### src/rtl/aibnd_dcc_pkg.sv
// Shared types, default parameters and Gray helper for the DCC delay controller.
package aibnd_dcc_pkg;

  typedef enum logic [2:0] {
    StIdle,
    StLaunch,
    StMeasure,
    StSettle,
    StSample,
    StLocked
  } dcc_state_e;

  localparam int unsigned NumChDefault     = 2;
  localparam int unsigned CodeWDefault     = 10;
  localparam int unsigned SettleCycDefault = 8;
  localparam int unsigned LockRevDefault   = 4;
  localparam int unsigned MaxCodeW         = 32;

  function automatic logic [MaxCodeW-1:0] bin2gray(input logic [MaxCodeW-1:0] bin);
    return bin ^ (bin >> 1);
  endfunction

endpackage

### src/rtl/aibnd_dcc_ch_ctrl.sv
// One DCC delay channel: binary code, last step direction, reversal and
// saturation-pin counters, lock flag and registered Gray output.
module aibnd_dcc_ch_ctrl
  import aibnd_dcc_pkg::*;
#(
  parameter int unsigned CODE_W   = CodeWDefault,
  parameter int unsigned LOCK_REV = LockRevDefault
) (
  input  logic              clk_i,
  input  logic              reset_i,
  input  logic              clear_i,
  input  logic              sample_i,
  input  logic              track_i,
  input  logic              pd_up_i,
  output logic [CODE_W-1:0] gray_o,
  output logic              sat_o,
  output logic              lock_next_o
);

  localparam logic [CODE_W-1:0] CodeMax    = '1;
  localparam logic [CODE_W-1:0] CodeMid    = {1'b1, {(CODE_W-1){1'b0}}};
  localparam logic [CODE_W-1:0] CodeOne    = {{(CODE_W-1){1'b0}}, 1'b1};
  localparam logic [CODE_W-1:0] GrayMid    = CODE_W'(bin2gray(MaxCodeW'(CodeMid)));
  localparam logic [3:0]        LockRevCnt = 4'(LOCK_REV);

  logic [CODE_W-1:0] code_q, code_d, gray_q;
  logic              dir_q, dir_d, dir_vld_q, dir_vld_d, lock_q, lock_d;
  logic [3:0]        rev_q, rev_d, pin_q, pin_d;
  logic              pinned;

  always_comb begin
    code_d    = code_q;
    dir_d     = dir_q;
    dir_vld_d = dir_vld_q;
    rev_d     = rev_q;
    pin_d     = pin_q;
    lock_d    = lock_q;
    // A step that would push past a limit leaves the code where it is.
    pinned    = pd_up_i ? (code_q == CodeMax) : (code_q == '0);
    if (clear_i) begin
      dir_vld_d = 1'b0;
      rev_d     = '0;
      pin_d     = '0;
      lock_d    = 1'b0;
    end else if (sample_i && (!lock_q || track_i)) begin
      if (!pinned) code_d = pd_up_i ? code_q + CodeOne : code_q - CodeOne;
      dir_d     = pd_up_i;
      dir_vld_d = 1'b1;
      if (!lock_q) begin
        if (dir_vld_q && (pd_up_i != dir_q) && (rev_q != LockRevCnt)) rev_d = rev_q + 4'd1;
        if (!pinned)                    pin_d = '0;
        else if (pin_q != LockRevCnt)   pin_d = pin_q + 4'd1;
        lock_d = (rev_d == LockRevCnt) || (pin_d == LockRevCnt);
      end
    end
  end

  always_ff @(posedge clk_i) begin
    if (reset_i) begin
      code_q    <= CodeMid;
      gray_q    <= GrayMid;
      dir_q     <= 1'b0;
      dir_vld_q <= 1'b0;
      rev_q     <= '0;
      pin_q     <= '0;
      lock_q    <= 1'b0;
    end else begin
      code_q    <= code_d;
      gray_q    <= CODE_W'(bin2gray(MaxCodeW'(code_d)));
      dir_q     <= dir_d;
      dir_vld_q <= dir_vld_d;
      rev_q     <= rev_d;
      pin_q     <= pin_d;
      lock_q    <= lock_d;
    end
  end

  assign gray_o      = gray_q;
  assign sat_o       = (code_q == '0) || (code_q == CodeMax);
  assign lock_next_o = lock_d;

endmodule

### src/rtl/aibnd_dcc_dly_ctrl.sv
// DCC delay-line calibration controller: launch/measure/settle/sample loop per channel.
// Define AIBND_DCC_TRACK_EN to keep stepping the codes continuously after lock.
module aibnd_dcc_dly_ctrl
  import aibnd_dcc_pkg::*;
#(
  parameter int unsigned NUM_CH     = NumChDefault,
  parameter int unsigned CODE_W     = CodeWDefault,
  parameter int unsigned SETTLE_CYC = SettleCycDefault,
  parameter int unsigned LOCK_REV   = LockRevDefault
) (
  input  logic                     clk,
  input  logic                     reset,
  input  logic                     start,
  input  logic [NUM_CH-1:0]        pd_up,
  output logic                     launch,
  output logic                     measure,
  output logic [NUM_CH*CODE_W-1:0] gray,
  output logic                     dll_lock_reg,
  output logic                     busy,
  output logic [NUM_CH-1:0]        ch_sat
);

  localparam logic [7:0] SettleLoad = 8'(SETTLE_CYC - 1);

  dcc_state_e        state_q;
  logic [7:0]        settle_q;
  logic              track_q;
  logic              sample_en;
  logic [NUM_CH-1:0] lock_next;

  // A coinciding restart discards the sample.
  assign sample_en = (state_q == StSample) && !start;

  for (genvar k = 0; k < NUM_CH; k++) begin : g_ch
    aibnd_dcc_ch_ctrl #(
      .CODE_W  (CODE_W),
      .LOCK_REV(LOCK_REV)
    ) u_ch (
      .clk_i      (clk),
      .reset_i    (reset),
      .clear_i    (start),
      .sample_i   (sample_en),
      .track_i    (track_q),
      .pd_up_i    (pd_up[k]),
      .gray_o     (gray[k*CODE_W +: CODE_W]),
      .sat_o      (ch_sat[k]),
      .lock_next_o(lock_next[k])
    );
  end

  always_ff @(posedge clk) begin
    if (reset) begin
      state_q      <= StIdle;
      settle_q     <= '0;
      track_q      <= 1'b0;
      launch       <= 1'b0;
      measure      <= 1'b0;
      dll_lock_reg <= 1'b0;
      busy         <= 1'b0;
    end else if (start) begin
      state_q      <= StLaunch;
      track_q      <= 1'b0;
      launch       <= 1'b1;
      measure      <= 1'b0;
      dll_lock_reg <= 1'b0;
      busy         <= 1'b1;
    end else begin
      unique case (state_q)
        StIdle: ;
        StLaunch: begin
          state_q <= StMeasure;
          launch  <= 1'b0;
          measure <= 1'b1;
        end
        StMeasure: begin
          state_q  <= StSettle;
          measure  <= 1'b0;
          settle_q <= SettleLoad;
        end
        StSettle: begin
          if (settle_q == '0) state_q <= StSample;
          else                settle_q <= settle_q - 8'd1;
        end
        StSample: begin
          if (track_q) begin
            state_q <= StLaunch;
            launch  <= 1'b1;
          end else if (&lock_next) begin
            state_q      <= StLocked;
            dll_lock_reg <= 1'b1;
            busy         <= 1'b0;
          end else begin
            state_q <= StLaunch;
            launch  <= 1'b1;
          end
        end
        StLocked: begin
`ifdef AIBND_DCC_TRACK_EN
          state_q <= StLaunch;
          launch  <= 1'b1;
          track_q <= 1'b1;
`endif
        end
        default: state_q <= StIdle;
      endcase
    end
  end

endmodule
### config.mk
export PLATFORM = sky130hd
export DESIGN_NAME = aibnd_dcc_dly_ctrl
export DESIGN_NICKNAME = d
export VERILOG_FILES = /design/src/rtl/aibnd_dcc_pkg.sv /design/src/rtl/aibnd_dcc_ch_ctrl.sv /design/src/rtl/aibnd_dcc_dly_ctrl.sv
export SDC_FILE = /design/constraint.sdc
export NUM_CORES = 1
export LEC_CHECK = 0
export CAP_MARGIN = 20
export CORE_MARGIN = 5
export CORE_UTILIZATION = 35
export DETAILED_ROUTE_END_ITERATION = 12
export HOLD_SLACK_MARGIN = 0.06
export SYNTH_ARGS = -nofsm -noshare
export SYNTH_HDL_FRONTEND = slang
export SYNTH_HIERARCHICAL = 1
export SYNTH_SLANG_ARGS = --single-unit
### constraint.sdc
create_clock -name clk -period 3.2 [get_ports clk]
set_input_delay 0.32 -clock clk [delete_from_list [all_inputs] [get_ports clk]]
set_output_delay 0.32 -clock clk [all_outputs]
set_load 0.01 [all_outputs]
Word level (Yosys, flattened, before mapping). Index checks and enable logic that the tools add are counted.

Register bits: 77. Memory bits (writable): 0. Memory bits (read-only): 0. Memories kept: 0. Logic and storage cells: 141. Latch bits: 0. Output and inout bits: 26.

Muxes and demuxes: 47. Bitwise gates (word level): 6. Shift-type cells: 0. Reduce and logical (&&, ||, !) cells: 36. Divide/modulo/power cells: 0. Multiply operators: 0. Order comparisons: 0. Add/subtract/negate cells: 9. Eq/ne operators: 22.

Operator list (count): 2-to-1 mux 10 bit (8); 2-to-1 mux 4 bit (18); adder 10 x 1 -> 10 bit (second input constant) (2); == test 10 bit (second input constant) (2); logical NOT 10 bit (2); subtractor 10 x 1 -> 10 bit (second input constant) (2); XOR 10 x 9 -> 10 bit (2); AND reduction 2 bit (9); adder 4 x 1 -> 4 bit (second input constant) (4); == test 4 x 3 -> 1 bit (second input constant) (4); inequality test 4 x 3 -> 1 bit (second input constant) (4); one-hot mux 8 bit (2 select lines) (1); one-hot mux 3 bit (5 select lines) (1); 2-to-1 mux 1 bit (14); logical NOT 8 bit (1); 2-to-1 mux 8 bit (1); nonzero test 2 bit (4); subtractor 8 x 1 -> 8 bit (second input constant) (1); logical AND 1 bit (7); == test 3 x 2 -> 1 bit (second input constant) (2); == test 3 bit (second input constant) (2); 2-to-1 mux 3 bit (2); inequality test 3 bit (second input constant) (2); AND reduction 3 bit (2); 11 further kinds (23).

Logic depth before layout (Yosys ltp). Gate-level depths: netlist (run 1).

Depth in word-level cells: 16. Depth in mapped cells: 13. Depth with buffers taken out: 13.

Cells and area by module. Netlist (run 1), hierarchy kept.

Modules (own cells, without submodules): aibnd_dcc_ch_ctrl (cells an instance 205, times used 2, area an instance 1770.4 µm²); aibnd_dcc_dly_ctrl (cells an instance 94, times used 1, area an instance 785.8 µm²).

Worst setup path after synthesis (run 1). Ideal clock, no wire load.

Kind: register -> register. From: register state_q[2]. To: register g_ch[0].u_ch.gray_q[4]. Arrival: 2.349 ns. Setup slack: 0.724 ns. Setup time: 0.128 ns. Data required time: 3.072 ns. Stages on the path, launching flop included: 10. Path through: dfxtp_1 > buf_2 > nand2b_1 > nor3_1 > o21ai_0 > a2111oi_4 > buf_6 > mux2i_2 > xor2_1 > nor2_1.

Longest elaborated chain between the ends: 6.

RTL lines: start, declared (line aibnd_dcc_dly_ctrl.sv:25) `dcc_state_e state_q;`; start signal, assigned (line aibnd_dcc_dly_ctrl.sv:53) `state_q <= StIdle;`; start signal, assigned (line aibnd_dcc_dly_ctrl.sv:61) `state_q <= StLaunch;`; start signal, assigned (line aibnd_dcc_dly_ctrl.sv:71) `state_q <= StMeasure;`; == test 3 bit (line aibnd_dcc_dly_ctrl.sv:32) `assign sample_en = (state_q == StSample) && !start;`; logical AND 1 bit (line aibnd_dcc_dly_ctrl.sv:32); net sample_en (line aibnd_dcc_dly_ctrl.sv:28) `logic sample_en;`; logical AND 1 bit (line aibnd_dcc_ch_ctrl.sv:45) `end else if (sample_i && (!lock_q || track_i)) begin`; 2-to-1 mux 10 bit (line aibnd_dcc_ch_ctrl.sv:45); 2-to-1 mux 10 bit (line aibnd_dcc_ch_ctrl.sv:40) `if (clear_i) begin`; XOR 10 x 9 -> 10 bit (line aibnd_dcc_pkg.sv:20) `return bin ^ (bin >> 1);`; end signal, assigned (line aibnd_dcc_ch_ctrl.sv:61) `gray_q <= GrayMid;`; end signal, assigned (line aibnd_dcc_ch_ctrl.sv:69) `gray_q <= CODE_W'(bin2gray(MaxCodeW'(code_d)));`; end, declared (line aibnd_dcc_ch_ctrl.sv:26) `logic [CODE_W-1:0] code_q, code_d, gray_q;`.

The timed path passes the listed nets, and every way through them passes these cells. A chain may end at the register's enable or synchronous reset.

Final worst setup path (run 1).
From: register state_q[2]. To: register g_ch[0].u_ch.gray_q[5].

Same word-level chain as after synthesis.

==> results of run 1 <==
-- worst min path at each step --
stage	from	endpoint	slack [ps]	cells after the start
finish	g_ch[1].u_ch/dir_vld_q	g_ch[1].u_ch/dir_vld_q	450	2
global route	g_ch[1].u_ch/dir_vld_q	g_ch[1].u_ch/dir_vld_q	480	2
CTS	g_ch[0].u_ch/dir_vld_q	g_ch[0].u_ch/dir_vld_q	450	2
detailed placement	g_ch[1].u_ch/dir_vld_q	g_ch[1].u_ch/dir_vld_q	440	2
global placement	g_ch[1].u_ch/dir_vld_q	g_ch[1].u_ch/dir_vld_q	430	2
floorplan	g_ch[0].u_ch/dir_vld_q	g_ch[0].u_ch/dir_vld_q	430	2
-- power by group through the flow --
stage          logic [W]  clock network [W]  registers (W)
2_1_floorplan  0.0000814                  0       0.000968
3_3_place_gp    0.000119                  0       0.000968
3_5_place_dp    0.000123                  0       0.000968
4_1_cts         0.000123           0.000991       0.000948
5_1_grt         0.000137            0.00102       0.000948
6_report        0.000123           0.000959       0.000948
-- area by class of cell --
cell class                      count  area share
Clock inverter                      1     0.00147
Clock buffer                       14      0.0537
Multi-Input combinational cell    384       0.516
Tap cell                          168      0.0412
Sequential cell                    75       0.294
Timing Repair Buffer               39      0.0711
Inverter                           30      0.0221
-- through the flow --
step	total power (W)	cell area [µm²]	instances	util
floorplan	0.00105	4330	505	-
global placement	0.00109	4820	696	0.399
global route	0.00211	5100	711	0.423
detailed placement	0.00109	4820	696	0.399
CTS	0.00206	5100	711	0.423
finish	0.00203	5100	711	0.423
-- cell usage in the layout (no fill, tap or decap), types with 10 or more instances in the layout --
cell,instances
nor3_1,16
dfxtp_1,75
inv_1,28
nand3_1,10
nor2b_1,10
o21ai_0,27
xnor2_1,28
clkdlybuf4s50_1,29
ha_1,26
o21a_1,12
xor2_1,12
nand4_1,10
a21oi_1,40
nand2_1,19
nor2_1,71
-- metal layers --
metal | vias to the layer above | routed length, µm | track usage
met1 | 1698 | 4420 | 0.160
li1 | 1849 | - | -
met3 | 10 | 252 | 0.0238
met4 | 0 | 166 | 0.0644
met5 | - | 0 | 0
met2 | 38 | 4330 | 0.222
-- worst reg2reg max path: stages (launching register included) --
cell and delay, ps:
dfxtp_1 510, nand2b_1 190, nor3_1 170, buf_4 170, o21ai_0 210, a2111oi_4 460
buf_4 290, mux2_2 400, xor2_1 160, nor2_1 50
-- logic make-up (layout without fill, tap and decap cells) --
| group | Yosys count | count (layout) | share of synthesized area |
|---|---|---|---|
| compound gates | 113 | 113 | 0.174 |
| other cells | 1 | 2 | 0.000867 |
| xor+xnor | 40 | 40 | 0.0810 |
| fa+ha+maj | 28 | 28 | 0.0844 |
| flops | 75 | 75 | 0.347 |
| mux | 17 | 17 | 0.0457 |
| simple gates | 184 | 184 | 0.222 |
| buf+inv | 46 | 84 | 0.0457 |
==> key figures, run 1 <==
GRT
  • Largest net degree at the start of global routing: 30
  • Vias in the first global route: 3,573
  • Congestion Overflow GR: 0
  • Global Route Usage Sum: 0.131
  • Initial antenna violation count: 0
  • First-pass GRT wire length: 16.0 mm

Floorplanning
  • # IOs: 31
  • Initial Util: 0.359
  • Die height: 121 µm
  • Row count: 40
  • Die Area: 14,700 µm²
  • Core Region: 12,100 µm²
  • Die Wd: 121 µm

Pwr
  • Leak: 1.89 nW
  • Net Sw Frac: 0.225
  • Reg power frac: 0.467
  • Clock power frac: 0.473
  • PwrDens: 398 nW/µm²
  • Pint: 0.00157 W
  • Peak supply drop: 0.215 mV
  • Comb power frac: 0.060
  • Psw: 0.000457 W

Clocking
  • Post-cts gate resize count: 0
  • Post-CTS Setup Inserts: 0
  • Worst-path clk slew: 60 ps
  • Worst-Skew Late Latency: 340 ps
  • H-tree depth: 3
  • CTS sink count: 75
  • Root Buffer: clkbuf_16
  • Max Buffers Root-to-Sink: 2
  • Total CTS buffers: 9
  • # hold bufs at CTS: 0
  • CTS tree: built

Worst setup path
  • Slowest cell on crit path: dfxtp_1
  • Worst Path Required: 3400 ps
  • CP delay by family, top: compound AO/OA/AOI/OAI gates
  • Cell breakdown of the critical path: nand2b_1 > nor3_1 > buf_4 > o21ai_0 > a2111oi_4 > buf_4 > mux2_2 > xor2_1 > nor2_1
  • Worst setup path startpoint: state_q[2]
  • Setup slack, reg-to-reg: 450 ps
  • Reg2reg start: state_q[2]
  • Most frequent cell on the critical path: buf_4
  • Worst path max stage delay: 510 ps
  • Critical path buffers and inverters: 2
  • Crit. path cell count: 9
  • Crit path kind: register to register
  • WP data arrival: 2950 ps
  • Worst-path fanout max: 11
  • CP Launch Type: register
  • Crit path capture: g_ch[0].u_ch/gray_o[5]
  • Reg2Reg Depth: 9
  • Worst setup EP type: register
  • Crit Reg-Reg Endpoint: g_ch[0].u_ch/gray_o[5]

Synthesis
  • Leading area contributor after synthesis: dfxtp_1
  • Post-synth EDFFs: 0
  • Syn_area_per_cell: 8.58 µm²
  • Cell Area, Synth: 4330 µm²
  • Netlist cell types: 54
  • Ys Warns: 6
  • Flop and latch count out of synthesis: 75
  • Synth area leaders: dfxtp_1, ha_1, nor2_1
  • Post-synth top cells: dfxtp_1, nor2_1, a21oi_1
  • Share of the synthesized area in the top cell type: 0.347
  • Post-synthesis async set-or-reset flop share: 0
  • Post-synthesis cell count: 504
  • Ys flop type: dfxtp_1
  • Count leader, synth: dfxtp_1
  • Sequential area share after synthesis: 0.347

STA
  • Final slew viol count: 0
  • Final hold slack: 448 ps
  • Total Neg Setup Slack: 0 ps
  • Fmax: 364 MHz
  • RSZ-0062 raised after global routing: false
  • Clk_skew: 5.64 ps
  • Final setup viols: 0
  • Worst setup margin: 451 ps
  • Final hold violation count: 0
  • Final worst-path cycle share: 0.859
  • Min cycle time layout: 2750 ps
  • Rel. slew slack: 0.440
  • Slew @ Worst Pin: 832 ps

Finish
  • Largest register by flop count: g_ch.u_ch/code_q
  • Max reg flops: 20
  • Synth-to-Final Area Change: 17.9%
  • Area of the multi-input gates: 2630 µm²
  • FF/Latch Area: 1500 µm²
  • Inserted Diodes: 0
  • FILL cells: 1,208
  • Total Nets Final: 572
  • Share of cells above drive strength 1: 0.0921

Placed design
  • PortBufs: 30
  • DP HPWL: 6.80 mm
  • Post-placement setup slack: 158 ps
  • Gp weighted congestion: 0.845

Detailed routing
  • Routed WL: 9.17 mm
  • Post-detailed-route DRC marker count: 0
  • 1st-iter DRT viols: 152
  • Vias per std cell: 5.06
  • DR WL/cell: 12.9 µm
  • 1st-pass router iterations: 5
  • Via count: 3,595
  • Remaining antenna violation count after routing: 0

Worst hold path
  • Worst Hold Class: register to register

Status
  • Status: complete, no violations

Job
  • Maximum Capacitance Violations: 0
Note: power is estimated with default switching activity, not from simulation.
==> run 2: changes to the inputs <==
Settings changed: SETUP_SLACK_MARGIN set to 0.15, TNS_END_PERCENT set to 5.
==> results of run 2 <==
The final DEF is identical to that of run 1; final timing and power are the same.
==> run 3: changes to the inputs <==
Clock period 3.2 ns to 3.35 ns, I/O delays scaled along.
==> run 3 against run 2 <==
  * Sequential power down 4.5%
  * Design area rose by 0.86%
  * Fmax rose by 2.0%
  * Sequential share of layout area shrank 0.25 points
  * Clock power up 7%
  * Total power grew 0.86%
  * Wire length down 1.7%
  * Register-to-register slack improved by 200 ps
  * Clock skew shrank 1.0 ps
  * Highest routed layer unchanged
==> key figures, run 3 (same netlist as run 1, synthesis figures left out) <==
Status
  • Status: complete, no violations

GRT
  • Initial antenna violation count: 0
  • Largest net degree at the start of global routing: 31
  • Global Route Usage Sum: 0.129
  • First-pass GRT wire length: 15.5 mm
  • Congestion Overflow GR: 0
  • Vias in the first global route: 3,422

Floorplanning
  • # IOs: 31
  • Row count: 40
  • Die Wd: 121 µm
  • Core Region: 12,100 µm²
  • Die Area: 14,700 µm²
  • Initial Util: 0.359
  • Die height: 121 µm

Pwr
  • Leak: 1.91 nW
  • Clock power frac: 0.501
  • Pint: 0.00159 W
  • Peak supply drop: 0.227 mV
  • Reg power frac: 0.442
  • Comb power frac: 0.057
  • Psw: 0.000455 W
  • PwrDens: 398 nW/µm²
  • Net Sw Frac: 0.222

Finish
  • Max reg flops: 20
  • Share of cells above drive strength 1: 0.0991
  • Commonest non-fill, non-tap cell in the layout: dfxtp_1
  • Non-filler cells, final: 713
  • FILL cells: 1,174
  • Inserted Diodes: 0
  • Total Nets Final: 573
  • Most frequent cells in the layout: dfxtp_1, nor2_1, a21oi_1, clkdlybuf4s50_1
  • Synth-to-Final Area Change: 18.9%
  • Fin util: 0.426
  • Largest register by flop count: g_ch.u_ch/code_q

Detailed routing
  • Post-detailed-route DRC marker count: 0
  • 1st-iter DRT viols: 130
  • Remaining antenna violation count after routing: 0
  • DR WL/cell: 12.6 µm
  • Routed WL: 9.01 mm
  • 1st-pass router iterations: 4
  • Via count: 3,613
  • Vias per std cell: 5.07

Clocking
  • Total CTS buffers: 9
  • Root Buffer: clkbuf_16
  • CTS sink count: 75
  • Post-CTS Setup Inserts: 0
  • CTS tree: built
  • Max Buffers Root-to-Sink: 2
  • H-tree depth: 3
  • Worst-Skew Late Latency: 340 ps
  • # hold bufs at CTS: 0
  • Worst-path clk slew: 60 ps
  • Post-cts gate resize count: 0

STA
  • Fmax: 371 MHz
  • RSZ-0062 raised after global routing: false
  • Final slew viol count: 0
  • Total Neg Setup Slack: 0 ps
  • Worst setup margin: 656 ps
  • Min cycle time layout: 2690 ps
  • Slew @ Worst Pin: 760 ps
  • Final setup viols: 0
  • Rel. slew slack: 0.489
  • Final worst-path cycle share: 0.804
  • Clk_skew: 4.59 ps
  • Final hold violation count: 0

Worst hold path
  • Hold Path End: g_ch[0].u_ch/dir_vld_q
  • Hold depth: 2
  • Hold Crit Start: g_ch[0].u_ch/dir_vld_q
  • Worst Hold Class: register to register

Worst setup path
  • Setup slack, reg-to-reg: 660 ps
  • CP Launch Type: register
  • Slowest cell on crit path: or4_1
  • WP data arrival: 2900 ps
  • Worst Path Required: 3560 ps
  • Worst path max stage delay: 540 ps
  • Reg2Reg Depth: 11
  • Crit Reg-Reg Endpoint: busy
  • Reg2reg start: g_ch[0].u_ch/code_q[6]
  • Worst setup EP type: register
  • Most frequent cell on the critical path: a21oi_1
  • Crit path kind: register to register
  • Cell breakdown of the critical path: or4_1 > and4b_1 > a21oi_1 > nand4b_1 > o211ai_1 > a21oi_1 > nor2_1 > nand2_1 > or3_1 > a21oi_1 > nor2_1
  • Worst-path fanout max: 6

Placed design
  • PortBufs: 30
  • Placed cells: 697
  • Post-placement setup slack: 389 ps
  • Gp weighted congestion: 0.834
  • DP HPWL: 6.60 mm

Job
  • Maximum Capacitance Violations: 0
==> run 3: cell types whose count changed in the layout (fill, tap and decap cells not counted) <==
| cell | delta |
|---|---|
| buf_4 | +1 |
| bufinv_16 | +2 |
| clkbuf_1 | -2 |
| clkbuf_8 | -3 |
| clkinv_2 | +2 |
| clkinvlp_4 | +2 |
==> run 3: worst max-delay path: cells and delay by family, from the launching register on <==
kind / cells / cell delay, ps
compound gates: 4 / 510
flops: 1 / 340
simple gates: 7 / 1720
==> run 3: area by class of cell <==
type | count | area, µm² | share of cell area
Sequential cell | 75 | 1500 | 0.292
Clock buffer | 9 | 225 | 0.0438
Clock inverter | 7 | 92.6 | 0.0180
Timing Repair Buffer | 40 | 370 | 0.0720
Multi-Input combinational cell | 384 | 2630 | 0.512
Inverter | 30 | 113 | 0.0219
Tap cell | 168 | 210 | 0.0409
==> run 3: worst max path at each step <==
| stage | startpoint | end | slack [ps] |
|---|---|---|---|
| after floorplan | state_q[2] | g_ch[0].u_ch/gray_o[4] | 870 |
| after detailed placement | pd_up[0] | g_ch[0].u_ch/gray_o[5] | 390 |
| final | g_ch[0].u_ch/code_q[6] | busy | 660 |
| after CTS | g_ch[0].u_ch/code_q[6] | busy | 630 |
| after global routing | g_ch[0].u_ch/code_q[6] | busy | 440 |
| after global placement | pd_up[1] | g_ch[1].u_ch/gray_o[6] | 450 |
==> run 3: metal layers <==
| layer | share of wire | global-route usage |
|---|---|---|
| met1 | 0.47 | 0.157 |
| met3 | 0.030 | 0.0289 |
| met4 | 0.028 | 0.0679 |
| met2 | 0.48 | 0.213 |
| met5 | 0 | 0 |
==> run 3: power groups by stage <==
stage | clock, W | sequential, W | combinational [W]
2_1_floorplan | 0 | 0.000925 | 0.0000778
3_3_place_gp | 0 | 0.000925 | 0.000114
3_5_place_dp | 0 | 0.000925 | 0.000116
4_1_cts | 0.00106 | 0.000905 | 0.000117
5_1_grt | 0.00110 | 0.000905 | 0.000130
6_report | 0.00103 | 0.000905 | 0.000116
==> run 3: through the flow <==
step                total power, W  cell area, µm²  hold slack, ps
global route               0.00214            5140             485
global placement           0.00104            4830             435
floorplan                  0.00100            4330             426
finish                     0.00205            5140             450
CTS                        0.00208            5140             453
detailed placement         0.00104            4830             442
